<file path="src/rtl/ysig_pkg.sv">
// Shared types and defaults for the ysig output-signature compactor.
package ysig_pkg;

    typedef enum logic [1:0] {
        IDLE = 2'd0,
        RUN  = 2'd1,
        DONE = 2'd2
    } state_e;

    localparam logic [63:0] DEFAULT_POLY = 64'h0000_0000_04C1_1DB7;
    localparam logic [63:0] DEFAULT_SEED = 64'h0000_0000_FFFF_FFFF;

    // Number of SIG_WIDTH slices needed to cover a y vector (ceiling division).
    function automatic int fold_slices(input int y_w, input int s_w);
        return (y_w + s_w - 1) / s_w;
    endfunction

endpackage

</file>
<file path="src/rtl/ysig_misr.sv">
// Per-channel fold (zero-pad, XOR all SIG_WIDTH slices) feeding a MISR register.
module ysig_misr
    import ysig_pkg::*;
#(
    parameter int                   Y_WIDTH   = 242,
    parameter int                   SIG_WIDTH = 32,
    parameter logic [SIG_WIDTH-1:0] POLY      = DEFAULT_POLY[SIG_WIDTH-1:0],
    parameter logic [SIG_WIDTH-1:0] SEED      = DEFAULT_SEED[SIG_WIDTH-1:0]
) (
    input  logic                 clk,
    input  logic                 rst_n,
    input  logic                 load,
    input  logic                 en,
    input  logic [Y_WIDTH-1:0]   y,
    output logic [SIG_WIDTH-1:0] sig
);

    localparam int N_SLICES = fold_slices(Y_WIDTH, SIG_WIDTH);

    logic [N_SLICES*SIG_WIDTH-1:0] y_pad;
    logic [SIG_WIDTH-1:0]          fold;
    logic [SIG_WIDTH-1:0]          sig_q;
    logic [SIG_WIDTH-1:0]          sig_d;

    always_comb begin
        y_pad              = '0;
        y_pad[Y_WIDTH-1:0] = y;
        fold               = '0;
        for (int s = 0; s < N_SLICES; s++) begin
            fold = fold ^ y_pad[s*SIG_WIDTH +: SIG_WIDTH];
        end
    end

    // load (run start) takes priority over a sample in the same cycle
    always_comb begin
        sig_d = sig_q;
        if (load) begin
            sig_d = SEED;
        end else if (en) begin
            sig_d = {sig_q[SIG_WIDTH-2:0], 1'b0}
                  ^ (sig_q[SIG_WIDTH-1] ? POLY : '0)
                  ^ fold;
        end
    end

    always_ff @(posedge clk or negedge rst_n) begin
        if (!rst_n) begin
            sig_q <= SEED;
        end else begin
            sig_q <= sig_d;
        end
    end

    assign sig = sig_q;

endmodule

</file>
<file path="src/rtl/ysig_compactor.sv">
// Multi-channel y-vector signature compactor with raw mismatch counting.
// Optional first-mismatch capture is built when YSIG_FIRST_DIFF_EN is defined.
//
// state | meaning
// IDLE  | after reset, waiting for start
// RUN   | consuming valid samples until WINDOW have been taken
// DONE  | window complete, outputs frozen until the next start
module ysig_compactor
    import ysig_pkg::*;
#(
    parameter int          Y_WIDTH   = 242,
    parameter int          CHANNELS  = 2,
    parameter int          SIG_WIDTH = 32,
    parameter logic [63:0] POLY      = DEFAULT_POLY,
    parameter logic [63:0] SEED      = DEFAULT_SEED,
    parameter int          WINDOW    = 1024,
    parameter int          CNT_WIDTH = 21
) (
    input  logic                          clk,
    input  logic                          rst_n,
    input  logic                          start,
    input  logic                          y_valid,
    input  logic [CHANNELS*Y_WIDTH-1:0]   y_bus,
    output logic                          busy,
    output logic                          done,
    output logic                          mismatch,
    output logic [CNT_WIDTH-1:0]          mismatch_count,
    output logic [CNT_WIDTH-1:0]          sample_count,
    output logic [CHANNELS*SIG_WIDTH-1:0] sig_bus,
    output logic [CNT_WIDTH-1:0]          first_diff_cycle,
    output logic [2:0]                    first_diff_chan
);

    localparam logic [CNT_WIDTH-1:0] LAST_IDX = CNT_WIDTH'(WINDOW - 1);

    state_e                state_q;
    logic [CNT_WIDTH-1:0]  sample_cnt_q;
    logic [CNT_WIDTH-1:0]  mism_cnt_q;
    logic                  mismatch_q;
    logic                  start_go;
    logic                  accept;
    logic                  any_mism;
    logic [CHANNELS-1:0]   chan_diff;

    assign start_go = start && (state_q != RUN);
    assign accept   = y_valid && (state_q == RUN);

    // Raw comparison against the golden channel 0; bit 0 stays clear.
    always_comb begin
        chan_diff = '0;
        for (int k = 1; k < CHANNELS; k++) begin
            chan_diff[k] = (y_bus[k*Y_WIDTH +: Y_WIDTH] != y_bus[0 +: Y_WIDTH]);
        end
    end
    assign any_mism = |chan_diff;

    for (genvar g = 0; g < CHANNELS; g++) begin : g_chan
        ysig_misr #(
            .Y_WIDTH  (Y_WIDTH),
            .SIG_WIDTH(SIG_WIDTH),
            .POLY     (POLY[SIG_WIDTH-1:0]),
            .SEED     (SEED[SIG_WIDTH-1:0])
        ) u_misr (
            .clk  (clk),
            .rst_n(rst_n),
            .load (start_go),
            .en   (accept),
            .y    (y_bus[g*Y_WIDTH +: Y_WIDTH]),
            .sig  (sig_bus[g*SIG_WIDTH +: SIG_WIDTH])
        );
    end

    always_ff @(posedge clk or negedge rst_n) begin
        if (!rst_n) begin
            state_q      <= IDLE;
            sample_cnt_q <= '0;
            mism_cnt_q   <= '0;
            mismatch_q   <= 1'b0;
        end else begin
            case (state_q)
                IDLE, DONE: begin
                    if (start) begin
                        state_q      <= RUN;
                        sample_cnt_q <= '0;
                        mism_cnt_q   <= '0;
                        mismatch_q   <= 1'b0;
                    end
                end
                RUN: begin
                    if (y_valid) begin
                        sample_cnt_q <= sample_cnt_q + CNT_WIDTH'(1);
                        if (any_mism) begin
                            mismatch_q <= 1'b1;
                            if (mism_cnt_q != '1) begin
                                mism_cnt_q <= mism_cnt_q + CNT_WIDTH'(1);
                            end
                        end
                        if (sample_cnt_q == LAST_IDX) begin
                            state_q <= DONE;
                        end
                    end
                end
                default: state_q <= IDLE;
            endcase
        end
    end

    assign busy           = (state_q == RUN);
    assign done           = (state_q == DONE);
    assign mismatch       = mismatch_q;
    assign mismatch_count = mism_cnt_q;
    assign sample_count   = sample_cnt_q;

`ifdef YSIG_FIRST_DIFF_EN
    logic [CNT_WIDTH-1:0] fd_cycle_q;
    logic [2:0]           fd_chan_q;
    logic [2:0]           low_chan;

    always_comb begin
        low_chan = '0;
        for (int k = CHANNELS - 1; k >= 1; k--) begin
            if (chan_diff[k]) low_chan = 3'(k);
        end
    end

    // Only the first mismatching sample of a run is captured (mismatch_q still clear).
    always_ff @(posedge clk or negedge rst_n) begin
        if (!rst_n) begin
            fd_cycle_q <= '0;
            fd_chan_q  <= '0;
        end else if (start_go) begin
            fd_cycle_q <= '0;
            fd_chan_q  <= '0;
        end else if (accept && any_mism && !mismatch_q) begin
            fd_cycle_q <= sample_cnt_q;
            fd_chan_q  <= low_chan;
        end
    end

    assign first_diff_cycle = fd_cycle_q;
    assign first_diff_chan  = fd_chan_q;
`else
    assign first_diff_cycle = '0;
    assign first_diff_chan  = '0;
`endif

endmodule
</file>
<file path="config.mk">
export PLATFORM = sky130hd
export DESIGN_NAME = ysig_compactor
export DESIGN_NICKNAME = d
export VERILOG_FILES = /design/src/rtl/ysig_pkg.sv /design/src/rtl/ysig_misr.sv /design/src/rtl/ysig_compactor.sv
export SDC_FILE = /design/constraint.sdc
export NUM_CORES = 1
export LEC_CHECK = 0
export ABC_AREA = 1
export BUFFER_PORTS_ARGS = -buffer_cell sky130_fd_sc_hd__buf_2
export CAP_MARGIN = 20
export CELL_PAD_IN_SITES_DETAIL_PLACEMENT = 0
export CELL_PAD_IN_SITES_GLOBAL_PLACEMENT = 1
export CORE_AREA = 2 2 243 245
export DETAILED_ROUTE_END_ITERATION = 7
export DIE_AREA = 0 0 245 247
export PLACE_DENSITY = 0.63
export SYNTH_ARGS = -nofsm -noshare
export SYNTH_HDL_FRONTEND = slang
export SYNTH_SLANG_ARGS = --single-unit
</file>
<file path="constraint.sdc">
create_clock -name clk -period 3.5 [get_ports clk]
set_input_delay 0 -clock clk [delete_from_list [all_inputs] [get_ports clk]]
set_output_delay 0 -clock clk [all_outputs]
set_load 0.01 [all_outputs]
</file>
==> metrics.md <==
| Metric | Value |
|---|---|
| Run status | `complete, no violations` |
| Crit-path most repeated cell | `nand2_1` |
| Overall Global Routing Usage | `20.99%` |
| DR WL/cell | `17.67 µm` |
| Core box area | `about 58000 µm²` |
| Nature of the critical path startpoint | `flip-flop` |
| Synthesized instance count | `around 2300` |
| Fin Clk Skew | `~7.7 ps` |
| Share of the yosys chip area belonging to registers | `between 15 and 20%` |
| Dominant register cell in the synthesized netlist | `dfstp_2` |
| Avg Synthesized Cell Area | `between 6 and 7 µm²` |
| Placed wire-length estimate | `57.02 mm` |
| Count of endpoints failing hold in the final timing report | `0` |
| CP delay by family, top | `simple AND/OR/NAND/NOR gates` |
| Worst setup path category | `reg -> reg` |
| Fraction of the cycle the final worst path needs | `roughly two thirds` |
| Crit. Startpoint | `mismatch_count[0]` |
| Number of warning messages in the yosys log | `0` |
| Unrepaired setup endpoints after global routing | `false` |
| Internal reg-to-reg setup slack | `~1200 ps` |
| Synthesis-stage register bit count | `109` |
| Post_cts resized | `0` |
| Data arrival time of the worst path | `2600 ps` |
| Worst reg2reg startpoint | `mismatch_count[0]` |
| Chip height | `247 µm` |
| Crit path capture type | `flip-flop` |
| Required arrival time at the worst endpoint | `approximately 3800 ps` |
| Post-CTS setup buffer count | `0` |
| Summed negative setup slack over all endpoints | `0 ps` |
| Per-cell via count in the routed design | `a little over 4` |
| Synth top area cells | `xnor2_1, xor2_1, nand2_1` |
| DRC violations left | `0` |
| Total design power | `between 8000 and 9000 µW` |
| Initial antenna violation count | `19` |
| Number of clock buffers inserted by TritonCTS | `9` |
| Wirelength, routed | `between 60 and 70 mm` |
| Most instantiated cells after synthesis | `nand2_1, inv_1, nor2_1` |
| Max Fanout on Critical Path | `21` |
| Clock latency on the worst-skew pair | `between 300 and 400 ps` |
| Clock tree root driver cell | `clkbuf_16` |
| Count of different cell masters after synthesis | `39` |
| Setup violations, final | `0` |
| Standard-cell row count | `89` |
| Layout Nets | `about 3400` |
| Total iterations of the first detailed-routing run | `5` |
| H-tree lvl count | `3` |
| Post-CTS clock slew at the launch and capture registers of the worst setup and hold paths | `around 80 ps` |
| Kind of path behind the tightest hold check | `in -> reg` |
| Async SR Flop Fraction | `100.0%` |
| Cell breakdown of the critical path | `ha_1, nand3_1, inv_1, nand3_1, nor4_2, nand2_1, nand3_4, nand2_4, nand2_1, nand2_1` |
| Number of DRC markers after the initial detailed-route iteration | `between 500 and 600` |
| Peak per-stage delay on the critical path | `between 400 and 500 ps` |
| Die area | `roughly 60000 µm²` |
| Total non-filler cell area in the finished layout | `between 15000 and 20000 µm²` |
| FMAX | `around 430 MHz` |
| Number of global-route vias before repair | `15180` |
| Number of top-level pins | `621` |
| Reported max-cap violation count | `0` |
| Global-route congestion overflow total | `0` |
| Port-buffer cells | `596` |
| Total count of max-transition violations in the final report | `0` |
| Count of flip-flops with a built-in enable after synthesis | `0` |
| Peak VDD IR | `between 0.0002 and 0.00025 V` |
| Min-Delay Startpoint | `y_valid` |
| Cell accounting for the most synthesized area | `xnor2_1` |
| Width of the die | `around 250 µm` |
| Via Count | `15240` |
| Worst path bufs/invs | `1` |
| Area growth from synthesis to final layout | `29.77%` |
| Post-route ant nets | `0` |
| CP max stage cell | `dfrtp_1` |
| Minimum period implied by the final worst setup slack | `2321 ps` |
| Relative slew slack | `between 40% and 50%` |
| Clock tree sinks | `109` |
| Portion of synthesized cell area occupied by the leading cell type | `17.19%` |
| Post-DP Area | `18310 µm²` |
| Maximum root-to-sink buffer count | `2` |
| Leakage power of the design | `~0.01 µW` |
| Initial standard-cell utilization of the core | `between 20% and 30%` |
| Global-route wire length before repair | `roughly 94 mm` |
| Cell with the most instances after synthesis | `nand2_1` |
| Share of cells above drive strength 1 | `roughly a quarter` |
| Cts hold-fix bufs | `22` |
| Worst-margin pin slew | `between 700 and 800 ps` |
| TritonCTS clock tree | `built` |
| Summed instance area of the synthesized netlist | `approximately 15000 µm²` |
| RePlAce Congestion | `around 0.89` |
| Power per cell area | `~440 nW/µm²` |
| Pin count of the biggest net entering global routing | `59` |
## worst register-to-register path, stage by stage (launching register included)
cell,delay (ps)
dfrtp_1,480
ha_1,280
nand3_1,200
inv_1,130
nand3_1,100
nor4_2,230
nand2_1,150
nand3_4,270
nand2_4,230
nand2_1,120
nand2_1,50
## cells in the final DEF (no fill, tap or decap), types with 2 or more instances in the layout
cell type / Yosys / final
xor2_1: 273 / 273
dfrtp_1: 45 / 45
nor4_1: 4 / 4
conb_1: 1 / 24
nand2_1: 599 / 599
ha_1: 2 / 2
nor2_1: 316 / 316
nand2_4: 3 / 3
a21o_1: 18 / 18
inv_2: 5 / 5
diode_2: 0 / 12
dfstp_2: 64 / 64
nand3_1: 60 / 60
inv_6: 0 / 4
o21ai_1: 2 / 2
buf_2: 8 / 595
nand4_1: 8 / 8
dlygate4sd3_1: 0 / 22
nor2_2: 3 / 3
clkbuf_16: 0 / 9
or2_2: 34 / 34
nand2_2: 3 / 3
o22ai_1: 35 / 35
buf_12: 0 / 2
a31oi_1: 24 / 24
nor3_2: 3 / 3
nor4_2: 3 / 3
buf_4: 25 / 6
xnor2_1: 285 / 285
nor3_1: 14 / 14
o21ai_0: 14 / 14
a21oi_1: 23 / 23
nand3_4: 2 / 2
inv_1: 376 / 376
## metal layers
metal | global-route usage [%] | part of all wire [%] | vias to the layer above
li1 | - | - | 7935
met1 | 25.43 | 43 | 6855
met2 | 37.65 | 50 | 374
met3 | 3.788 | 5.0 | 61
met4 | 6.169 | 2.0 | 10
met5 | 0 | 0.095 | -
## path summary, 6_finish.rpt
check / to / cells past startpoint
setup reg to reg: mismatch_count[15] / 10
max in group asynchronous: g_chan[1].u_misr.sig[13] / 3
min in group asynchronous: mismatch_count[9] / 2
hold / removal: state_q[0] / 4
setup / recovery: mismatch_count[15] / 10
hold reg to reg: mismatch / 2
## power by group
part	total (µW)	switching [µW]	internal [µW]
clock	1080	580	500
sequential	2380	555	1830
combinational	4790	2860	1930
## area by class of cell
type / instances / area [µm²]
fill: 6512 / 39400
multi-input combinational: 1759 / 10040
timing repair buffer: 625 / 3283
sequential: 109 / 2808
inverter: 381 / 1430
tap: 773 / 967.2
clock buffer: 10 / 229.0
clock inverter: 6 / 51.30
antenna: 12 / 30.03
## logic make-up after synthesis
family                   after synthesis  share of synthesized area [%]
AO/OA/AOI/OAI                        118                          4.921
XOR/XNOR                             558                          33.66
adder cells (fa/ha/maj)                2                         0.1723
buffers and inverters                432                          12.09
flip-flops                           109                          19.34
other                                  1                        0.02583
AND/OR/NAND/NOR                     1057                          29.79
## sequential cells by signal, indices dropped and copies added (netlist names)
register,count
g_chan.u_misr.sig,64
mismatch,1
mismatch_count,21
sample_count,21
state_q,2
## per-stage QoR
stage	util, %	hold slack [ps]	worst slack [ps]	std cells
final	32.35	44.75	1179	3675
after floorplan	-	-295.6	1679	2300
after CTS	32.30	28.20	1180	3663
after global routing	32.35	72.56	924.4	3675
after global placement	31.44	103.9	1136	3625
after detailed placement	31.44	100.6	1115	3625
No activity file was read; power rests on OpenSTA's default activity.
